===== src/rtl/id_pkg.sv =====
// -----------------------------------------------------------------------------
// id_pkg
// Shared definitions for the ID-stage hazard controller.
//   - Default widths and counts for the operand path
//   - fwd_src_t: one forwarding source record {we, waddr, wdata, data_ok}
//   - sat_inc32: saturating 32-bit increment used by the optional stall counter
// -----------------------------------------------------------------------------
package id_pkg;

    localparam int XLEN_DEF      = 32;
    localparam int NREG_DEF      = 32;
    localparam int AW_DEF        = $clog2(NREG_DEF);
    localparam int NUM_RD_DEF    = 2;
    localparam int NUM_FWD_DEF   = 3;
    localparam int PAYLOAD_W_DEF = 64;

    // One forwarding source as seen from ID (default widths).
    typedef struct packed {
        logic                we;
        logic [AW_DEF-1:0]   waddr;
        logic [XLEN_DEF-1:0] wdata;
        logic                data_ok;
    } fwd_src_t;

    // Increment that sticks at all-ones instead of wrapping.
    function automatic logic [31:0] sat_inc32(input logic [31:0] v);
        return (v == 32'hFFFF_FFFF) ? v : v + 32'd1;
    endfunction

endpackage


===== src/rtl/fwd_mux.sv =====
// -----------------------------------------------------------------------------
// fwd_mux
// Operand resolution for a single read port.
// Picks the youngest (lowest index) forwarding source whose destination
// matches rd_addr; register 0 never forwards. A hit whose data is not yet
// final raises hazard when the operand is actually consumed.
//
// Ports:
//   rd_addr      in   AW            source register of this port
//   rd_need      in   1             operand is consumed
//   rf_rdata     in   XLEN          register-file read data
//   fwd_we       in   NUM_FWD       source writes a register
//   fwd_waddr    in   NUM_FWD*AW    destination per source
//   fwd_wdata    in   NUM_FWD*XLEN  result per source
//   fwd_data_ok  in   NUM_FWD       result per source is final
//   opnd         out  XLEN          resolved operand
//   hazard       out  1             youngest hit is not ready and is needed
// -----------------------------------------------------------------------------
module fwd_mux
    import id_pkg::*;
#(
    parameter int XLEN    = XLEN_DEF,
    parameter int AW      = AW_DEF,
    parameter int NUM_FWD = NUM_FWD_DEF
) (
    input  logic [AW-1:0]           rd_addr,
    input  logic                    rd_need,
    input  logic [XLEN-1:0]         rf_rdata,
    input  logic [NUM_FWD-1:0]      fwd_we,
    input  logic [NUM_FWD*AW-1:0]   fwd_waddr,
    input  logic [NUM_FWD*XLEN-1:0] fwd_wdata,
    input  logic [NUM_FWD-1:0]      fwd_data_ok,
    output logic [XLEN-1:0]         opnd,
    output logic                    hazard
);

    logic [NUM_FWD-1:0] w_match;
    logic               w_hit;
    logic               w_sel_ok;

    generate
        for (genvar gi = 0; gi < NUM_FWD; gi++) begin : g_match
            assign w_match[gi] = fwd_we[gi] && (fwd_waddr[gi*AW +: AW] == rd_addr);
        end
    endgenerate

    // Walk from oldest to youngest so the youngest match is the last writer.
    // The readiness flag travels with the selected source, so an older ready
    // match can never mask a younger load still in flight.
    always_comb begin
        w_hit    = 1'b0;
        w_sel_ok = 1'b0;
        opnd     = rf_rdata;
        for (int s = NUM_FWD - 1; s >= 0; s--) begin
            if (w_match[s]) begin
                w_hit    = 1'b1;
                w_sel_ok = fwd_data_ok[s];
                opnd     = fwd_wdata[s*XLEN +: XLEN];
            end
        end
        if (rd_addr == '0) begin
            w_hit = 1'b0;
            opnd  = rf_rdata;
        end
    end

    assign hazard = w_hit && !w_sel_ok && rd_need;

endmodule


===== src/rtl/id_hazard_ctrl.sv =====
// -----------------------------------------------------------------------------
// id_hazard_ctrl
// ID pipeline stage: one valid/payload register with valid-allowin handshake,
// per-port operand forwarding and load-use stall detection.
//
// Optional feature macro: ID_PERF_CNT_EN
//   defined   -> perf_stall_cnt port and saturating hazard-stall counter
//   undefined -> port and counter absent
//
// Ports:
//   clk            in   1             clock, all state on posedge
//   resetn         in   1             synchronous active-low reset
//   in_valid       in   1             IF holds a valid payload
//   in_allowin     out  1             stage accepts a payload this cycle
//   in_payload     in   PAYLOAD_W     payload from IF
//   flush          in   1             discard incoming payload, clear stage
//   out_valid      out  1             issuable payload presented to EXE
//   out_allowin    in   1             EXE accepts this cycle
//   out_payload    out  PAYLOAD_W     held payload
//   rd_addr        in   NUM_RD*AW     source register per port
//   rd_need        in   NUM_RD        operand consumed per port
//   rf_rdata       in   NUM_RD*XLEN   register-file data per port
//   fwd_we         in   NUM_FWD       forwarding source writes
//   fwd_waddr      in   NUM_FWD*AW    forwarding destination
//   fwd_wdata      in   NUM_FWD*XLEN  forwarding data
//   fwd_data_ok    in   NUM_FWD       forwarding data final
//   opnd           out  NUM_RD*XLEN   resolved operand per port
//   perf_stall_cnt out  32            stall cycle count (ID_PERF_CNT_EN)
//   stall          out  1             held payload blocked by data hazard
// -----------------------------------------------------------------------------
module id_hazard_ctrl
    import id_pkg::*;
#(
    parameter int XLEN      = XLEN_DEF,
    parameter int NREG      = NREG_DEF,
    parameter int NUM_RD    = NUM_RD_DEF,
    parameter int NUM_FWD   = NUM_FWD_DEF,
    parameter int PAYLOAD_W = PAYLOAD_W_DEF,
    localparam int AW       = $clog2(NREG)
) (
    input  logic                    clk,
    input  logic                    resetn,
    input  logic                    in_valid,
    output logic                    in_allowin,
    input  logic [PAYLOAD_W-1:0]    in_payload,
    input  logic                    flush,
    output logic                    out_valid,
    input  logic                    out_allowin,
    output logic [PAYLOAD_W-1:0]    out_payload,
    input  logic [NUM_RD*AW-1:0]    rd_addr,
    input  logic [NUM_RD-1:0]       rd_need,
    input  logic [NUM_RD*XLEN-1:0]  rf_rdata,
    input  logic [NUM_FWD-1:0]      fwd_we,
    input  logic [NUM_FWD*AW-1:0]   fwd_waddr,
    input  logic [NUM_FWD*XLEN-1:0] fwd_wdata,
    input  logic [NUM_FWD-1:0]      fwd_data_ok,
    output logic [NUM_RD*XLEN-1:0]  opnd,
`ifdef ID_PERF_CNT_EN
    output logic [31:0]             perf_stall_cnt,
`endif
    output logic                    stall
);

    logic                 r_valid;
    logic [PAYLOAD_W-1:0] r_payload;
    logic [NUM_RD-1:0]    w_port_hazard;
    logic                 w_stall;
    logic                 w_in_allowin;
    logic                 w_accept;

    generate
        for (genvar gi = 0; gi < NUM_RD; gi++) begin : g_port
            fwd_mux #(
                .XLEN    (XLEN),
                .AW      (AW),
                .NUM_FWD (NUM_FWD)
            ) u_fwd_mux (
                .rd_addr     (rd_addr[gi*AW +: AW]),
                .rd_need     (rd_need[gi]),
                .rf_rdata    (rf_rdata[gi*XLEN +: XLEN]),
                .fwd_we      (fwd_we),
                .fwd_waddr   (fwd_waddr),
                .fwd_wdata   (fwd_wdata),
                .fwd_data_ok (fwd_data_ok),
                .opnd        (opnd[gi*XLEN +: XLEN]),
                .hazard      (w_port_hazard[gi])
            );
        end
    endgenerate

    // Hazards only matter for a payload actually held in the stage.
    assign w_stall      = r_valid && (|w_port_hazard);
    assign w_in_allowin = !r_valid || (!w_stall && out_allowin);
    assign w_accept     = w_in_allowin && in_valid && !flush;

    assign in_allowin  = w_in_allowin;
    assign out_valid   = r_valid && !w_stall;
    assign out_payload = r_payload;
    assign stall       = w_stall;

    // A flush empties the stage next cycle even if the held payload is stuck;
    // it does not mask out_valid in the flush cycle itself.
    always_ff @(posedge clk) begin
        if (!resetn) begin
            r_valid   <= 1'b0;
            r_payload <= '0;
        end else begin
            if (flush) begin
                r_valid <= 1'b0;
            end else if (w_in_allowin) begin
                r_valid <= in_valid;
            end
            if (w_accept) begin
                r_payload <= in_payload;
            end
        end
    end

`ifdef ID_PERF_CNT_EN
    logic [31:0] r_stall_cnt;

    always_ff @(posedge clk) begin
        if (!resetn) begin
            r_stall_cnt <= '0;
        end else if (w_stall) begin
            r_stall_cnt <= sat_inc32(r_stall_cnt);
        end
    end

    assign perf_stall_cnt = r_stall_cnt;
`endif

endmodule

===== config.mk =====
export PLATFORM = sky130hd
export DESIGN_NAME = id_hazard_ctrl
export DESIGN_NICKNAME = d
export VERILOG_FILES = /design/src/rtl/id_pkg.sv /design/src/rtl/fwd_mux.sv /design/src/rtl/id_hazard_ctrl.sv
export SDC_FILE = /design/constraint.sdc
export NUM_CORES = 1
export LEC_CHECK = 0
export BUFFER_PORTS_ARGS = -buffer_cell sky130_fd_sc_hd__clkbuf_2
export CORE_AREA = 2 2 152 154
export CTS_CLUSTER_SIZE = 28
export DETAILED_ROUTE_END_ITERATION = 7
export DIE_AREA = 0 0 154 156
export PLACE_DENSITY_LB_ADDON = 0.25
export SLEW_MARGIN = 40
export SYNTH_ARGS = -nofsm -noshare
export SYNTH_HDL_FRONTEND = slang
export SYNTH_SLANG_ARGS = --single-unit

===== constraint.sdc =====
create_clock -name clk -period 2.14 [get_ports clk]
set_clock_uncertainty 0.05 [all_clocks]
set_input_delay 0.214 -clock clk [delete_from_list [all_inputs] [get_ports clk]]
set_output_delay 0.214 -clock clk [all_outputs]
set_load 0.01 [all_outputs]

==> results of run 1 <==
-- area by class of cell --
cell class	instances	area (sq um)	share of cell area
Sequential cell	65	1300	0.142
Tap cell	285	357	0.0388
Antenna cell	6	15.0	0.00164
Inverter	1	3.75	0.000409
Multi-Input combinational cell	655	4120	0.449
Timing Repair Buffer	474	3090	0.336
Clock inverter	5	55.1	0.00600
Clock buffer	11	243	0.0264
-- cell usage after synthesis (2+ instances only) --
library cell / n / area, sq um
and2_4: 2 / 17.5
xor2_1: 10 / 87.6
dfxtp_1: 65 / 1300
a221o_1: 2 / 20.0
o21ai_0: 44 / 220
clkbuf_1: 54 / 203
buf_6: 3 / 33.8
mux2i_1: 128 / 1280
nor2b_1: 2 / 12.5
nand3_1: 4 / 20.0
o21ai_1: 20 / 100
nand4_1: 3 / 18.8
nand2_1: 138 / 518
a21oi_1: 192 / 961
xnor2_1: 20 / 175
buf_12: 6 / 120
buf_2: 6 / 30.0
and3_1: 5 / 31.3
nor3_1: 6 / 30.0
nor2_1: 71 / 267
-- cell usage in the layout (no fill, tap or decap), drive strengths merged --
cell type / count
a21oi: 192
and3: 6
diode: 6
clkinvlp: 2
nand2b: 1
nor2: 71
inv: 1
a221o: 2
nand3: 4
clkinv: 2
clkbuf: 371
xnor2: 20
nand2: 138
dfxtp: 65
a41oi: 1
and4: 2
o311a: 1
xor2: 10
nor3: 6
o21ai: 64
nor2b: 2
mux2i: 128
bufinv: 1
nand4: 3
or2: 1
buf: 114
nor4: 1
and2: 2
-- routing by layer --
| layer | track usage | share of wire | vias up |
|---|---|---|---|
| met2 | 0.339 | 0.48 | 331 |
| met5 | 0 | 0 | - |
| met4 | 0.0810 | 0.035 | 0 |
| met1 | 0.220 | 0.38 | 3269 |
| met3 | 0.0689 | 0.097 | 49 |
| li1 | - | - | 3594 |
-- flip-flops by register name (all words and copies together), names as in the netlist --
name and flops:
out_payload 64, r_valid 1
-- worst paths after layout --
kind                   startpoint              end  slack (ns)
setup / recovery       rd_addr[1]       in_allowin       -0.06
hold / removal     in_payload[58]  out_payload[58]        0.06
hold reg to reg   out_payload[34]  out_payload[34]        0.40
setup reg to reg          r_valid  out_payload[24]        0.40
-- per-stage QoR --
| step | setup TNS (ns) | instances | utilization |
|---|---|---|---|
| 2_1_floorplan | 0 | 790 | - |
| 3_3_place_gp | -18.74 | 1453 | 0.360 |
| 3_5_place_dp | -22.97 | 1453 | 0.360 |
| 4_1_cts | -3.34 | 1481 | 0.387 |
| 5_1_grt | -6.52 | 1501 | 0.410 |
| 6_report | -0.380 | 1502 | 0.410 |
-- power groups by stage --
stage	logic [mW]	registers [mW]	clock network (mW)
2_1_floorplan	0.581	1.36	0
6_report	1.36	1.31	1.46
3_5_place_dp	1.24	1.34	0
4_1_cts	1.28	1.31	1.51
5_1_grt	1.48	1.32	1.56
3_3_place_gp	1.24	1.34	0
-- cells by family (layout without fill, tap and decap cells) --
group / Yosys count / in the layout / synth area share
simple gates: 237 / 237 / 0.177
compound gates: 260 / 260 / 0.238
other cells: 0 / 6 / 0
mux: 128 / 128 / 0.231
buf+inv: 70 / 491 / 0.0705
flops: 65 / 65 / 0.235
xor+xnor: 30 / 30 / 0.0475
-- critical path: stages --
cell and delay [ns]:
buf_8 0.10, xor2_2 0.17, nor3_2 0.23, nand4_1 0.15, a221o_1 0.36, and3_4 0.20, or2_4 0.25, nor2_4 0.14
buf_8 0.12
-- what timing repair did --
| action | in CTS | in global routing |
|---|---|---|
| resized for setup | 29 | 136 |
| endpoints found under the setup margin | 66 | 69 |
| cloned | 3 | 9 |
| pin swaps | 47 | 61 |
| buffers inserted | 9 | 9 |
==> metrics.txt, run 1 <==
PwrDens 450 nW/um^2; initial antenna violation count 6; Placer Congestion 0.889; nets@finish 1468; R2R depth 7; critical path class in2out; Layout area overhead 65.8%; main flop type after synthesis dfxtp_1; Starting DRT DRC Count 355; # port buffers 392; Critical Path RT 1.88 ns; H-Tree Depth 3; CTS root buf clkbuf_16; final instance area 9180 sq um; pre-CTS WS -0.352 ns; cells after synthesis 790; Post-DP Area 8050 sq um; Site Rows 55; Total GRT Usage 0.196; GRT overflow 0; Post-Route WL 26600 um; TritonCTS clock tree yes; highest clock rate 455 MHz; synth unique cells 29; critical path endpoint category output port; fin crit period 2.20 ns; Die Area 24000 sq um; Synth Warn # 0; Hold-fix buffers, CTS 0; die width 154 um; Clock Path Buffers 2; first-pass iteration count of the detailed router 6; Net Count, Synth 1052; fillers 2354; largest net degree at the start of global routing 65; core box area 22400 sq um; post-DP HPWL 19000 um; Sw Pwr 1.26 mW; cell-internal power 2.87 mW; I/O pin cnt 393; layout cells sized above 1 0.448; Slew headroom 0.651; Num CTS Buffers 9; DR vias/cell 4.82; first-pass GRT wire length 37200 um; fin crit share 1.03; Initial Util 0.247; Die H 156 um; post-synthesis sequential area ratio 0.235; syn avg cell area 7.01 sq um; CP arrival 1.93 ns; WHS Path Cells 3; clk_lat worst skew 0.32 ns; crit-path max FO 2; routed vias 7243; Combinational Power Share 0.329; Sink Count 65; power consumption 4.13 mW; Worst-path clk slew 0.05 ns; status finished with violations; switching share of power 0.304; Hold WC Path Type in2reg; peak supply drop 0.335 mV; Worst-Margin Slew 0.523 ns; Leakage 4.34 nW; vias in the first global route 6766; Post-Syn Area 5540 sq um; Clk network pwr share 0.353; average wire per standard cell 17.7 um; Residual DRC 2; final hold violation count 0; RSZ-0062 raised after global routing yes; Post-synth ARST share 0; max_cap viols 0; EDFF count, synth 0; failing checks DRC, setup timing; Flop pwr share 0.317; Final Slew Violations 0; Synth Register Bits 65; Setup WS post-layout -0.0586 ns; setup violators final 14; Detail Route Antenna Nets 0; Setup crit start kind primary input; worst hold margin 0.0626 ns
Note: power is estimated with default switching activity, not from simulation.
==> inputs of run 2 (changes only) <==
--- a/config.mk
+++ b/config.mk
@@ -6,10 +6,10 @@
 export NUM_CORES = 1
 export LEC_CHECK = 0
 export BUFFER_PORTS_ARGS = -buffer_cell sky130_fd_sc_hd__clkbuf_2
-export CORE_AREA = 2 2 152 154
+export CORE_AREA = 2 2 153 155
 export CTS_CLUSTER_SIZE = 28
 export DETAILED_ROUTE_END_ITERATION = 7
-export DIE_AREA = 0 0 154 156
+export DIE_AREA = 0 0 155 157
 export PLACE_DENSITY_LB_ADDON = 0.25
 export SLEW_MARGIN = 40
 export SYNTH_ARGS = -nofsm -noshare
==> constraint.sdc (replaced) <==
create_clock -name clk -period 2.4 [get_ports clk]
set_clock_uncertainty 0.05 [all_clocks]
set_input_delay 0.24 -clock clk [delete_from_list [all_inputs] [get_ports clk]]
set_output_delay 0.24 -clock clk [all_outputs]
set_load 0.01 [all_outputs]
==> metrics.txt, run 2 (synthesis gave the netlist of run 1 again) <==
layout cells sized above 1 0.393; Worst-path clk slew 0.05 ns; average wire per standard cell 16.5 um; Setup WS post-layout 0.0938 ns; critical path class in2out; largest net degree at the start of global routing 66; RSZ-0062 raised after global routing yes; fin crit share 0.961; Total GRT Usage 0.183; pre-CTS WS -0.0407 ns; Critical Path RT 2.11 ns; Flop pwr share 0.331; FF-to-FF Start r_valid; commonest non-fill, non-tap cell in the layout clkbuf_2; DR vias/cell 4.77; core box area 22500 sq um; PwrDens 423 nW/um^2; Top cell by count, worst path clkbuf_2; status completed; Die H 157 um; GRT overflow 0; Starting DRT DRC Count 365; fin crit period 2.31 ns; CP arrival 2.02 ns; crit-path max FO 3; TritonCTS clock tree yes; highest clock rate 434 MHz; Worst path top cell family by delay simple AND/OR/NAND/NOR gates; # port buffers 392; I/O pin cnt 393; Post-Route WL 24000 um; final hold violation count 0; routed vias 6974; Slew headroom 0.698; Leakage 3.96 nW; vias in the first global route 6585; Layout area overhead 50.6%; cell-internal power 2.48 mW; commonest cells after routing, fill and taps aside clkbuf_2, a21oi_1, nand2_1, mux2i_1, nor2_1; Setup crit start kind primary input; Placer Congestion 0.900; clk_lat worst skew 0.32 ns; CTS root buf clkbuf_16; Buf/Inv on CP 2; Die Area 24300 sq um; critical path endpoint category output port; Final Core Density 0.371; peak supply drop 0.300 mV; Residual DRC 0; Hold WC Path Type in2reg; Final Slew Violations 0; Detail Route Antenna Nets 0; Clk network pwr share 0.358; CP Cell Sequence clkbuf_2 -> xor2_1 -> nor3_1 -> nand4_1 -> a221o_1 -> and3_1 -> or2_1 -> nor2_1 -> clkbuf_2; max_cap viols 0; die width 155 um; slowest stage delay, CP 0.35 ns; Hold Startpoint in_payload[23]; first-pass iteration count of the detailed router 5; Initial Util 0.246; initial antenna violation count 4; Num CTS Buffers 9; switching share of power 0.296; Worst-Margin Slew 0.453 ns; H-Tree Depth 3; Clock Path Buffers 2; max FFs per register 64; Setup crit start rd_addr[7]; Combinational Power Share 0.311; Sink Count 65; first-pass GRT wire length 35400 um; nets@finish 1432; setup violators final 0; Sw Pwr 1.04 mW; post-DP HPWL 18800 um; Site Rows 55; slowest CP cell a221o_1
-- run 2: per-layer routing --
layer  wire, um  share of wire  vias up  GRT usage
met5         13        0.00054        -          0
met4        496          0.021        2     0.0666
met3       2270          0.094       29     0.0578
met2      11700           0.49      312      0.321
met1       9540           0.40     3118      0.210
li1           -              -     3513          -
-- run 2: cell type report --
type,instances,area [sq um]
antenna,3,7.51
clock buffer,11,243
clock inverter,3,42.5
fill,2442,14200
inverter,1,3.75
multi-input combinational,655,3870
sequential,65,1300
tap,285,357
timing repair buffer,438,2510
-- run 2: worst paths after layout --
check	endpoint	slack [ns]	cells after the start
setup reg to reg	out_payload[43]	0.74	6
setup / recovery	in_allowin	0.09	9
hold / removal	out_payload[23]	0.09	3
hold reg to reg	out_payload[41]	0.40	2
-- run 2: worst min-delay path, cell delays in order --
cell	delay [ns]
clkbuf_2	0.08
nand2_1	0.04
mux2i_1	0.05
-- run 2: power by group through the flow --
stage	registers, mW	logic [mW]	clock network, mW
global route	1.17	1.21	1.34
global placement	1.19	1.09	0
detailed placement	1.19	1.09	0
CTS	1.17	1.10	1.30
floorplan	1.21	0.518	0
finish	1.17	1.10	1.26
-- run 2: timing repair --
action,4_1_cts,5_1_grt
setup buffers,0,2
hold buffers,0,0
resized for setup,0,4
setup endpoints to repair,0,22
-- run 2: per-stage QoR --
step / power, mW / hold slack [ns] / instance area, sq um / std cells / TNS [ns]
floorplan: 1.73 / 0.332 / 5540 / 790 / 0
global placement: 2.28 / 0.391 / 7960 / 1440 / -0.112
detailed placement: 2.28 / 0.396 / 7960 / 1440 / -0.766
CTS: 3.56 / 0.0762 / 8240 / 1454 / 0
global route: 3.72 / 0.0843 / 8340 / 1460 / -0.0175
finish: 3.53 / 0.0881 / 8340 / 1461 / 0
==> inputs of run 3 (changes only) <==
==> constraint.sdc (replaced) <==
create_clock -name clk -period 2.4 [get_ports clk]
set_clock_uncertainty 0.05 [all_clocks]
set_input_delay 0.48 -clock clk [delete_from_list [all_inputs] [get_ports clk]]
set_output_delay 0.48 -clock clk [all_outputs]
set_load 0.01 [all_outputs]
==> metrics.txt, run 3 (synthesis gave the netlist of run 1 again) <==
FF-to-FF End out_payload[46]; slowest CP cell a221o_1; H-Tree Depth 3; critical path class in2out; r2r setup slk 0.51 ns; DR vias/cell 4.89; Hold WC Path Type in2reg; Worst-Margin Slew 0.481 ns; CP Cell Sequence buf_12 -> xor2_2 -> nor3_2 -> nand4_1 -> buf_6 -> a221o_1 -> and3_4 -> or2_4 -> nor2_4 -> buf_6; clk_lat worst skew 0.32 ns; met3 WL 2460 um; post-DP HPWL 19000 um; Layout area overhead 74.6%; initial antenna violation count 4; Initial Util 0.246; worst hold margin 0.330 ns; Combinational Power Share 0.343; top sig layer met4; WHS Path Cells 3; fin crit share 1.12; Die H 157 um; max_cap viols 0; Post-Route WL 27100 um; Total GRT Usage 0.203; Setup WS post-layout -0.300 ns; fin crit period 2.70 ns; crit-path max FO 4; Sink Count 65; first-pass GRT wire length 38300 um; Num CTS Buffers 9; Starting DRT DRC Count 353; FF-to-FF Start r_valid; Placer Congestion 0.919; critical path endpoint category output port; Clk network pwr share 0.346; Flop pwr share 0.311; switching share of power 0.306; Setup crit start kind primary input; max FFs per register 64; Slew headroom 0.679; setup violators final 122; commonest cells after routing, fill and taps aside clkbuf_2, a21oi_1, nand2_1, mux2i_1, nor2_1; met2 WL 13500 um; # port buffers 392; I/O pin cnt 393; core box area 22500 sq um; failing checks setup timing; layout cells sized above 1 0.477; Worst-path clk slew 0.06 ns; Final Core Density 0.429; peak supply drop 0.339 mV; Leakage 4.51 nW; Top cell by count, worst path buf_6; Post-DP Area 8100 sq um; final hold violation count 0; Sw Pwr 1.15 mW; Worst path top cell family by delay simple AND/OR/NAND/NOR gates; fillers 2340; wire length on met1 10300 um; GRT overflow 0; PwrDens 389 nW/um^2; Final Slew Violations 0; cell-internal power 2.61 mW; commonest non-fill, non-tap cell in the layout clkbuf_2; average wire per standard cell 18.0 um; slowest stage delay, CP 0.31 ns; RSZ-0062 raised after global routing yes; first-pass iteration count of the detailed router 5; nets@finish 1474; Detail Route Antenna Nets 0; Hold Startpoint in_payload[22]; TritonCTS clock tree yes; die width 155 um; Clock Path Buffers 2; highest clock rate 370 MHz; CP arrival 2.17 ns; Site Rows 55; CTS root buf clkbuf_16; Residual DRC 0; routed vias 7371; Die Area 24300 sq um; Critical Path RT 1.87 ns; final instance area 9660 sq um; WHS Endpoint out_payload[22]; vias in the first global route 7086; largest net degree at the start of global routing 69; status finished with violations; Buf/Inv on CP 3; R2R depth 8
[run 3: changes by cell type in the layout (fill, tap and decap cells not counted), moves of 9 or more]
cell and change:
clkbuf_2 -46, buf_2 +38, o21ai_0 -27, a21oi_1 -24, a21oi_2 +22, o21ai_2 +22, buf_6 +19, buf_12 +12
buf_16 +11, xnor2_1 -10, mux2i_1 -9
[run 3: power by group through the flow]
| stage | clock network [mW] | logic [mW] | registers [mW] |
|---|---|---|---|
| final | 1.30 | 1.29 | 1.17 |
| after global routing | 1.38 | 1.39 | 1.17 |
| after CTS | 1.34 | 1.20 | 1.17 |
| after detailed placement | 0 | 1.11 | 1.19 |
| after global placement | 0 | 1.11 | 1.19 |
| after floorplan | 0 | 0.518 | 1.21 |
[run 3: routing by layer]
layer	vias to the layer above	global-route usage
li1	3615	-
met1	3352	0.222
met2	358	0.364
met4	0	0.0948
met5	-	0
met3	46	0.0553
[run 3: what timing repair did]
item / in CTS / in global routing
buffers inserted: 11 / 12
endpoints found under the hold margin: 0 / 0
cloned: 12 / 4
pin swaps: 85 / 72
endpoints found under the setup margin: 70 / 131
resized for setup: 75 / 156
hold buffers: 0 / 0
[run 3: cell type report]
type                    instances  area (sq um)  area share
flip-flops and latches         65          1300       0.135
clock buffers                  11           243      0.0251
inverters                       1          3.75    0.000388
well taps                     285           357      0.0369
multi-input cells             655          4320       0.447
clock inverters                 5          55.1     0.00570
repair buffers                480          3380       0.350
diodes                          4          10.0     0.00104
[run 3: how the worst max path moves through the flow]
stage / startpoint / to / cells past startpoint
2_1_floorplan: fwd_waddr[0] / in_allowin / 8
3_3_place_gp: rd_addr[0] / opnd[2] / 10
3_5_place_dp: rd_addr[0] / opnd[2] / 10
4_1_cts: rd_addr[8] / opnd[54] / 13
5_1_grt: rd_addr[7] / opnd[50] / 12
6_report: rd_addr[0] / in_allowin / 10
[run 3: worst min-delay path: cells and delay by family]
| kind | cells | cell delay [ns] |
|---|---|---|
| mux | 1 | 0.05 |
| buf+inv | 1 | 0.08 |
| simple gates | 1 | 0.04 |
[run 3: stage by stage]
| stage | setup slack [ns] | TNS, ns | total power, mW | std cells |
|---|---|---|---|---|
| 6_report | -0.300 | -14.32 | 3.76 | 1506 |
| 4_1_cts | -0.288 | -14.64 | 3.71 | 1489 |
| 3_5_place_dp | -0.416 | -36.02 | 2.30 | 1450 |
| 5_1_grt | -0.373 | -25.27 | 3.95 | 1504 |
| 3_3_place_gp | -0.402 | -30.63 | 2.29 | 1450 |
| 2_1_floorplan | 0.00283 | 0 | 1.73 | 790 |
